**src/rtl/instr_fetch.sv**
```systemverilog
// instr_fetch: in-order fetch stage around the PC register; accepted requests reach decode 1 cycle after their response, up to 1 instr/cycle.
// Requests stop when queue + in-flight reach QDEPTH; decode back-pressure holds the head stable. `FETCH_PERF_CNT_EN adds stall/flush counters.
module instr_fetch #(
    parameter int unsigned QDEPTH     = 4,
    parameter logic [31:0] RESET_ADDR = 32'h0000_0000
) (
    input  logic        clk,
    input  logic        rst,
    input  logic [31:0] pc_i,
    output logic [31:0] next_addr_o,
    output logic        imem_req_valid_o,
    input  logic        imem_req_ready_i,
    output logic [31:0] imem_req_addr_o,
    input  logic        imem_rsp_valid_i,
    input  logic [31:0] imem_rsp_data_i,
    input  logic        redirect_i,
    input  logic [31:0] redirect_addr_i,
    output logic        id_valid_o,
    input  logic        id_ready_i,
    output logic [31:0] id_instr_o,
    output logic [31:0] id_pc_o
`ifdef FETCH_PERF_CNT_EN
    ,
    output logic [31:0] stall_cnt_o,
    output logic [31:0] flush_cnt_o
`endif
);

    localparam int unsigned IW = $clog2(QDEPTH);
    localparam int unsigned PW = IW + 1;

    typedef logic [PW-1:0] ptr_t;
    localparam ptr_t           PTR_ONE = ptr_t'(1);
    localparam logic [PW:0]    QD      = QDEPTH[PW:0];

    ptr_t              wr_ptr_q, wr_ptr_d, fill_ptr_q, fill_ptr_d;
    ptr_t              rd_ptr_q, rd_ptr_d, drop_cnt_q, drop_cnt_d;
    logic [QDEPTH-1:0] filled_q, filled_d;
    logic [31:0]       pc_q    [QDEPTH];
    logic [31:0]       pc_d    [QDEPTH];
    logic [31:0]       instr_q [QDEPTH];
    logic [31:0]       instr_d [QDEPTH];

    logic [IW-1:0] wr_idx, fill_idx, rd_idx;
    ptr_t          occ;
    logic [PW:0]   inflight;
    logic          full, req_acc, rsp_fill, rsp_drop, deq;

    assign wr_idx   = wr_ptr_q[IW-1:0];
    assign fill_idx = fill_ptr_q[IW-1:0];
    assign rd_idx   = rd_ptr_q[IW-1:0];

    // Responses still owed to dropped requests count against capacity too.
    assign occ      = wr_ptr_q - rd_ptr_q;
    assign inflight = {1'b0, occ} + {1'b0, drop_cnt_q};
    assign full     = (inflight >= QD);

    assign imem_req_valid_o = !rst && !redirect_i && !full;
    assign imem_req_addr_o  = pc_i;
    assign req_acc          = imem_req_valid_o && imem_req_ready_i;

    assign rsp_drop = imem_rsp_valid_i && (drop_cnt_q != '0);
    assign rsp_fill = imem_rsp_valid_i && (drop_cnt_q == '0);

    assign id_valid_o = !rst && filled_q[rd_idx] && (rd_ptr_q != fill_ptr_q);
    assign id_instr_o = instr_q[rd_idx];
    assign id_pc_o    = pc_q[rd_idx];
    assign deq        = id_valid_o && id_ready_i;

    always_comb begin
        next_addr_o = pc_i;
        if (rst)
            next_addr_o = RESET_ADDR;
        else if (redirect_i)
            next_addr_o = {redirect_addr_i[31:2], 2'b00};
        else if (req_acc)
            next_addr_o = pc_i + 32'd4;
    end

    always_comb begin
        wr_ptr_d   = wr_ptr_q;
        fill_ptr_d = fill_ptr_q;
        rd_ptr_d   = rd_ptr_q;
        drop_cnt_d = drop_cnt_q;
        filled_d   = filled_q;
        pc_d       = pc_q;
        instr_d    = instr_q;
        if (redirect_i) begin
            // Everything requested but not yet returned becomes a drop, minus this cycle's response.
            wr_ptr_d   = '0;
            fill_ptr_d = '0;
            rd_ptr_d   = '0;
            filled_d   = '0;
            drop_cnt_d = (wr_ptr_q - fill_ptr_q) + drop_cnt_q
                         - {{(PW-1){1'b0}}, imem_rsp_valid_i};
        end else begin
            if (req_acc) begin
                pc_d[wr_idx]     = pc_i;
                filled_d[wr_idx] = 1'b0;
                wr_ptr_d         = wr_ptr_q + PTR_ONE;
            end
            if (rsp_drop)
                drop_cnt_d = drop_cnt_q - PTR_ONE;
            if (rsp_fill) begin
                instr_d[fill_idx]  = imem_rsp_data_i;
                filled_d[fill_idx] = 1'b1;
                fill_ptr_d         = fill_ptr_q + PTR_ONE;
            end
            if (deq) begin
                filled_d[rd_idx] = 1'b0;
                rd_ptr_d         = rd_ptr_q + PTR_ONE;
            end
        end
    end

    always_ff @(posedge clk) begin
        if (rst) begin
            wr_ptr_q   <= '0;
            fill_ptr_q <= '0;
            rd_ptr_q   <= '0;
            drop_cnt_q <= '0;
            filled_q   <= '0;
        end else begin
            wr_ptr_q   <= wr_ptr_d;
            fill_ptr_q <= fill_ptr_d;
            rd_ptr_q   <= rd_ptr_d;
            drop_cnt_q <= drop_cnt_d;
            filled_q   <= filled_d;
        end
    end

    always_ff @(posedge clk) begin
        pc_q    <= pc_d;
        instr_q <= instr_d;
    end

`ifdef FETCH_PERF_CNT_EN
    logic [31:0] stall_cnt_q, stall_cnt_d, flush_cnt_q, flush_cnt_d;

    always_comb begin
        stall_cnt_d = stall_cnt_q;
        flush_cnt_d = flush_cnt_q;
        if (!redirect_i && full && (stall_cnt_q != '1))
            stall_cnt_d = stall_cnt_q + 32'd1;
        if (redirect_i && (flush_cnt_q != '1))
            flush_cnt_d = flush_cnt_q + 32'd1;
    end

    always_ff @(posedge clk) begin
        if (rst) begin
            stall_cnt_q <= '0;
            flush_cnt_q <= '0;
        end else begin
            stall_cnt_q <= stall_cnt_d;
            flush_cnt_q <= flush_cnt_d;
        end
    end

    assign stall_cnt_o = stall_cnt_q;
    assign flush_cnt_o = flush_cnt_q;
`endif

`ifndef SYNTHESIS
    a_rsp_has_request: assert property (@(posedge clk) disable iff (rst)
        imem_rsp_valid_i |-> ((fill_ptr_q != wr_ptr_q) || (drop_cnt_q != '0)));
`endif

endmodule

```
**config.mk**
```make
export PLATFORM = sky130hd
export DESIGN_NAME = instr_fetch
export DESIGN_NICKNAME = d
export VERILOG_FILES = /design/src/rtl/instr_fetch.sv
export SDC_FILE = /design/constraint.sdc
export NUM_CORES = 1
export LEC_CHECK = 0
export BUFFER_PORTS_ARGS = -buffer_cell sky130_fd_sc_hd__buf_2
export CAP_MARGIN = 5
export CELL_PAD_IN_SITES_DETAIL_PLACEMENT = 0
export CELL_PAD_IN_SITES_GLOBAL_PLACEMENT = 2
export CORE_UTILIZATION = 40
export CTS_BUF_LIST = sky130_fd_sc_hd__clkbuf_16
export CTS_CLUSTER_DIAMETER = 120
export DETAILED_ROUTE_END_ITERATION = 7
export PLACE_DENSITY = 0.76
export REMOVE_ABC_BUFFERS = 1
export SETUP_SLACK_MARGIN = 0.2
export SLEW_MARGIN = 30
export SYNTH_ARGS = -nofsm -noshare
export SYNTH_HDL_FRONTEND = slang
export SYNTH_SLANG_ARGS = --single-unit
```
**constraint.sdc**
```tcl
create_clock -name clk -period 5.25 [get_ports clk]
set_input_delay 0.7875 -clock clk [delete_from_list [all_inputs] [get_ports clk]]
set_output_delay 0.7875 -clock clk [all_outputs]
set_load 0.02 [all_outputs]
```
After elaboration in Yosys (flattened, before gate mapping)
Cells that the tools add are included.
W data, S select, Z words.
{"block": "classes", "n_addsub": 10, "reduce_logical": 22, "n_bitwise": 9, "muxes": 30, "order_cmp": 12, "n_eq_ne": 1}
{"operator": "$mux W32", "n": 9}
{"operator": "$bwmux W128", "n": 2}
{"operator": "$bmux W32 S2", "n": 2}
{"operator": "$demux W32 S2", "n": 2}
{"operator": "$add A32 B3 Y32 const B", "n": 1}
{"operator": "$mux W4", "n": 5}
{"operator": "$logic_and A1 B1 Y1", "n": 13}
{"operator": "$add A3 B1 Y3 const B", "n": 3}
{"operator": "$ge A3 B3 Y1 const B", "n": 3}
{"operator": "$lt A2 B3 Y1 const B", "n": 3}
{"operator": "$not A2 Y3", "n": 3}
{"operator": "$and A4 B4 Y4", "n": 2}
{"operator": "$not A4 Y4", "n": 2}
{"operator": "$demux W1 S2", "n": 3}
{"operator": "$ge A2 B1 Y1 const B", "n": 3}
{"operator": "$lt A3 B1 Y1 const B", "n": 2}
{"operator": "$mux W3", "n": 2}
{"operator": "$sub A3 B3 Y3", "n": 2}
{"operator": "$add A3 B3 Y4", "n": 1}
{"operator": "$ge A4 B3 Y1 const B", "n": 1}
{"operator": "$mux W1", "n": 4}
{"operator": "$or A4 B4 Y4", "n": 1}
{"operator": "$reduce_and A2 Y1", "n": 2}
{"operator": "$add A3 B3 Y3", "n": 1}
{"operator": "10 further kinds", "n": 12}
{"block": "totals", "wordCells": 97, "output_inout_bits": 130, "ff_bits": 272, "inputBits": 102}

Longest topological paths before layout
{"block": "depth", "word_depth": 13, "ltp_mapped": 13, "mapped_depth_nobuf": 13}

Worst setup path before layout
Ideal clock, no wire load.
{"block": "synth_timing", "path_kind": "flip-flop to output port", "startpoint": "register rd_ptr_q[1]", "endpoint": "output port next_addr_o[13]", "arrival_time_ps": 3596, "slack_ps": 867, "path_buffers": 1, "required_ps": 4463, "stages_incl_launch_ff": 11, "path_cell_list": "dfxtp_1 > clkbuf_1 > inv_1 > fa_1 > xor2_1 > xnor2_1 > ha_1 > nor4_4 > nand4_1 > or3_1 > a311oi_1"}
{"block": "synth_between", "elab_chain_cells": 9}
{"item": "from (decl)", "line": "37", "rtl": "ptr_t rd_ptr_q, rd_ptr_d, drop_cnt_q, drop_cnt_d;"}
{"item": "from (signal assigned)", "line": "126", "rtl": "rd_ptr_q <= rd_ptr_d;"}
{"item": "$sub A3 B3 Y3", "line": "54", "rtl": "assign occ = wr_ptr_q - rd_ptr_q;"}
{"item": "$add A3 B3 Y4", "line": "55", "rtl": "assign inflight = {1'b0, occ} + {1'b0, drop_cnt_q};"}
{"item": "$ge A4 B3 Y1", "line": "56", "rtl": "assign full = (inflight >= QD);"}
{"item": "$logic_not A1 Y1", "line": "58", "rtl": "assign imem_req_valid_o = !rst && !redirect_i && !full;"}
{"item": "$logic_and A1 B1 Y1", "line": "58"}
{"item": "$logic_and A1 B1 Y1", "line": "60", "rtl": "assign req_acc = imem_req_valid_o && imem_req_ready_i;"}
{"item": "$mux W32", "line": "76", "rtl": "else if (req_acc)"}
{"item": "$mux W32", "line": "74", "rtl": "else if (redirect_i)"}
{"item": "$mux W32", "line": "72", "rtl": "if (rst)"}
{"item": "to (decl)", "line": "10", "rtl": "output logic [31:0] next_addr_o,"}
No other way between the ends.

Final worst setup path
{"block": "layout_timing", "startpoint": "register wr_ptr_q[0]", "endpoint": "output port next_addr_o[23]"}
{"block": "layout_between", "elab_chain_cells": 9}
{"item": "from (decl)", "line": "36", "rtl": "ptr_t wr_ptr_q, wr_ptr_d, fill_ptr_q, fill_ptr_d;"}
{"item": "from (signal assigned)", "line": "124", "rtl": "wr_ptr_q <= wr_ptr_d;"}
{"item": "$sub A3 B3 Y3", "line": "54"}
{"item": "$add A3 B3 Y4", "line": "55"}
{"item": "$ge A4 B3 Y1", "line": "56"}
{"item": "$logic_not A1 Y1", "line": "58"}
{"item": "$logic_and A1 B1 Y1", "line": "58"}
{"item": "$logic_and A1 B1 Y1", "line": "60"}
{"item": "$mux W32", "line": "76"}
{"item": "$mux W32", "line": "74"}
{"item": "$mux W32", "line": "72"}
No other way between the ends.

==> impl_metrics.tcl <==
set metrics [dict create \
    path_class "reg2out" \
    synth_ff_type "edfxtp_1" \
    slew_viol_final 0 \
    powerDensity_nw_per_um2 336 \
    critPathLaunchType "flop" \
    rows 62 \
    p_clk_share_pct 38.6 \
    cts_tree "done" \
    worstHoldPathType "in2reg" \
    io_pins 232 \
    post_drt_wl_per_cell_um 20.8 \
    hold_path_depth 1 \
    cts_htree_levels 1 \
    first_iter_violations 463 \
    total_leakage_power_nw 4.95 \
    synth.area.top_cells "edfxtp_1 (65%), mux4_2 (12%), dfxtp_1 (2.7%)" \
    placed_cell_area_sq_um 13200 \
    synthToLayoutAreaGrowth_pct 18.6 \
    met3_usage_pct 3.08 \
    worstPathCellList "inv_1, ha_1, inv_1, fa_1, xor2_1, xnor2_1, ha_1, nor4_4, buf_4, nand4_1, or4_4, a2111oi_2, buf_2" \
    async_flop_share_pct 0 \
    crit_cells 13 \
    synth_largest_area_cell "edfxtp_1" \
    ys_types 57 \
    netlist_area_sq_um 11800 \
    vias 6715 \
    crit_arrival_ps 3790 \
    synth_area_per_cell_sq_um 17.0 \
    critPathBufInv 4 \
    yosys.cell_count.top_type "edfxtp_1" \
    ys_ff_latch 272 \
    cpMaxStageDelayCell "or4_4" \
    crit_family "simple AND/OR/NAND/NOR gates" \
    worst-slew-pin-transition_ps 892 \
    internal-power_mw 3.59 \
    fin_area_sq_um 14000 \
    setup.worst_path.end_class "output port" \
    r2r_cells 13 \
    diodes 0 \
    grt_max_degree 69 \
    grt_pass1_vias 6836 \
    max_stage_delay_ps 500 \
    hold_violations 0 \
    pwr-share-comb_pct 9.6 \
    synth_commonest_cells "edfxtp_1 (256), mux4_2 (65), nand2_1 (39)" \
    viasPerCell 5.14 \
    synthCells 694 \
    seq_power_share_pct 51.8 \
    path_clk_slew_ps 60 \
    drive_above_1_share_pct 39.5 \
    rsz0062_at_grt "no" \
    grt_pass1_wl_um 41600 \
    clock_skew_ps 15.4 \
    grt_use_met2_pct 29.1 \
    drv_cap 0 \
    fillers 2537 \
    critical_path_required_ps 4460 \
    period_minus_slack_ps 4580 \
    floorplan.initialDensity_pct 41.0 \
    dieArea_sq_um 30300 \
    drtAntennaViolNets 0 \
    grt_overflow 0 \
    synth_edf_count 256 \
    cts.repair.resized 0 \
    top_usage_layer "met2" \
    grt_antenna_before_repair 1 \
    worst_slew_margin_rel_pct 40.5 \
    fin_util_pct 48.6 \
    cp_max_fo 9 \
    clk_path_buf_depth 3 \
    outcome "finished, final reports clean" \
    gp_congestion 0.758 \
    yosysWarnings 0 \
    holdWs_ps 449 \
    ys_seq_area_share_pct 67.7 \
    timing.fmax_ghz 0.218 \
    coreArea_sq_um 28900 \
    fin_nets 1026 \
    clkLatencyLatePin_ps 550 \
    numPortBuffers 229 \
    grt_use_met1_pct 26.1 \
    routed_wl_um 27100 \
    ir_worst_vdd_mv 0.243 \
    cts.sinks 272 \
    die_w_um 174 \
    cts-root-buf "clkbuf_16" \
    die_h_um 174 \
    hpwl_um 17500 \
    numCtsBuffers 29 \
    power_switching_share_pct 23.8 \
    drc 0 \
    yosysTopAreaCellShare_pct 65.0 \
    p_switching_mw 1.12 \
    track_usage_pct 18.1 \
    setup_viol 0 \
    firstDrtPassIters 4 \
    min_period_over_period_pct 87.2 \
]
==> routing by layer <==
| layer | up-vias | routed length (um) |
|---|---|---|
| li1 | 3114 | - |
| met2 | 222 | 12700 |
| met4 | 0 | 486 |
| met3 | 28 | 1390 |
| met5 | - | 0 |
| met1 | 3351 | 12500 |
==> sequential cells by signal, summed over array words and instances (netlist names) <==
signal / flops
pc_q: 128
instr_q: 128
drop_cnt_q: 3
rd_ptr_q: 3
fill_ptr_q: 3
wr_ptr_q: 3
filled_q: 4
==> placed cells by master (no fill, tap or decap), types with 7 or more instances in the layout <==
master and count:
edfxtp_1 256, buf_2 229, mux4_2 65, nand2_1 39, nor2_1 34, inv_1 32, clkbuf_16 29, xnor2_1 26
ha_1 19, a21oi_1 17, dfxtp_1 14, xor2_1 10, a211oi_1 10, clkinv_2 10, and3_1 8, nand4_1 8
nand3_1 8, buf_4 8, clkinv_1 7, nor4_1 7, o21ai_0 7
==> power groups by stage <==
stage | Clock, mW | Sequential [mW] | Combinational [mW]
4_1_cts | 1.86 | 2.45 | 0.458
3_5_place_dp | 0 | 2.49 | 0.456
3_3_place_gp | 0 | 2.49 | 0.453
2_1_floorplan | 0 | 2.49 | 0.237
6_report | 1.82 | 2.44 | 0.451
5_1_grt | 1.94 | 2.45 | 0.494
==> area by class of cell <==
type | instances | area [sq um] | area share [%]
clock buffers | 29 | 726 | 5.17
clock inverters | 25 | 128 | 0.910
inverters | 26 | 97.6 | 0.696
multi-input cells | 332 | 3350 | 23.9
flip-flops and latches | 272 | 8020 | 57.1
well taps | 384 | 480 | 3.43
repair buffers | 239 | 1230 | 8.76
==> kinds of logic after synthesis <==
group	after synthesis	synth area share, %
buffers and inverters	90	4.01
AO/OA/AOI/OAI	61	3.49
XOR/XNOR	36	2.67
multiplexers	68	12.6
adder cells (fa/ha/maj)	24	2.86
flip-flops	272	67.7
AND/OR/NAND/NOR	143	6.63
==> metrics by stage <==
stage	setup TNS, ps	power (mW)	worst slack [ps]	cells
3_3_place_gp	0	2.94	809	1252
6_report	0	4.72	673	1307
2_1_floorplan	-178670	2.72	-1580	630
3_5_place_dp	0	2.95	826	1252
4_1_cts	0	4.76	215	1306
5_1_grt	0	4.88	394	1307
==> worst paths after layout <==
path,endpoint,start,slack (ps)
worst max register to register,pc_q[14]$_DFFE_PP_,wr_ptr_q[0]$_SDFFE_PP0N_,1570
worst min-delay path,instr_q[125]$_DFFE_PP_,imem_rsp_data_i[29],450
worst min register to register,filled_q[3]$_SDFF_PP0_,filled_q[3]$_SDFF_PP0_,480
worst max-delay path,next_addr_o[23],wr_ptr_q[0]$_SDFFE_PP0N_,670
==> what timing repair did <==
action / in CTS / in global routing
hold buffers: 0 / 0
buffers inserted: 0 / 1
endpoints found under the setup margin: 0 / 20
No activity file was read; power rests on OpenSTA's default activity.
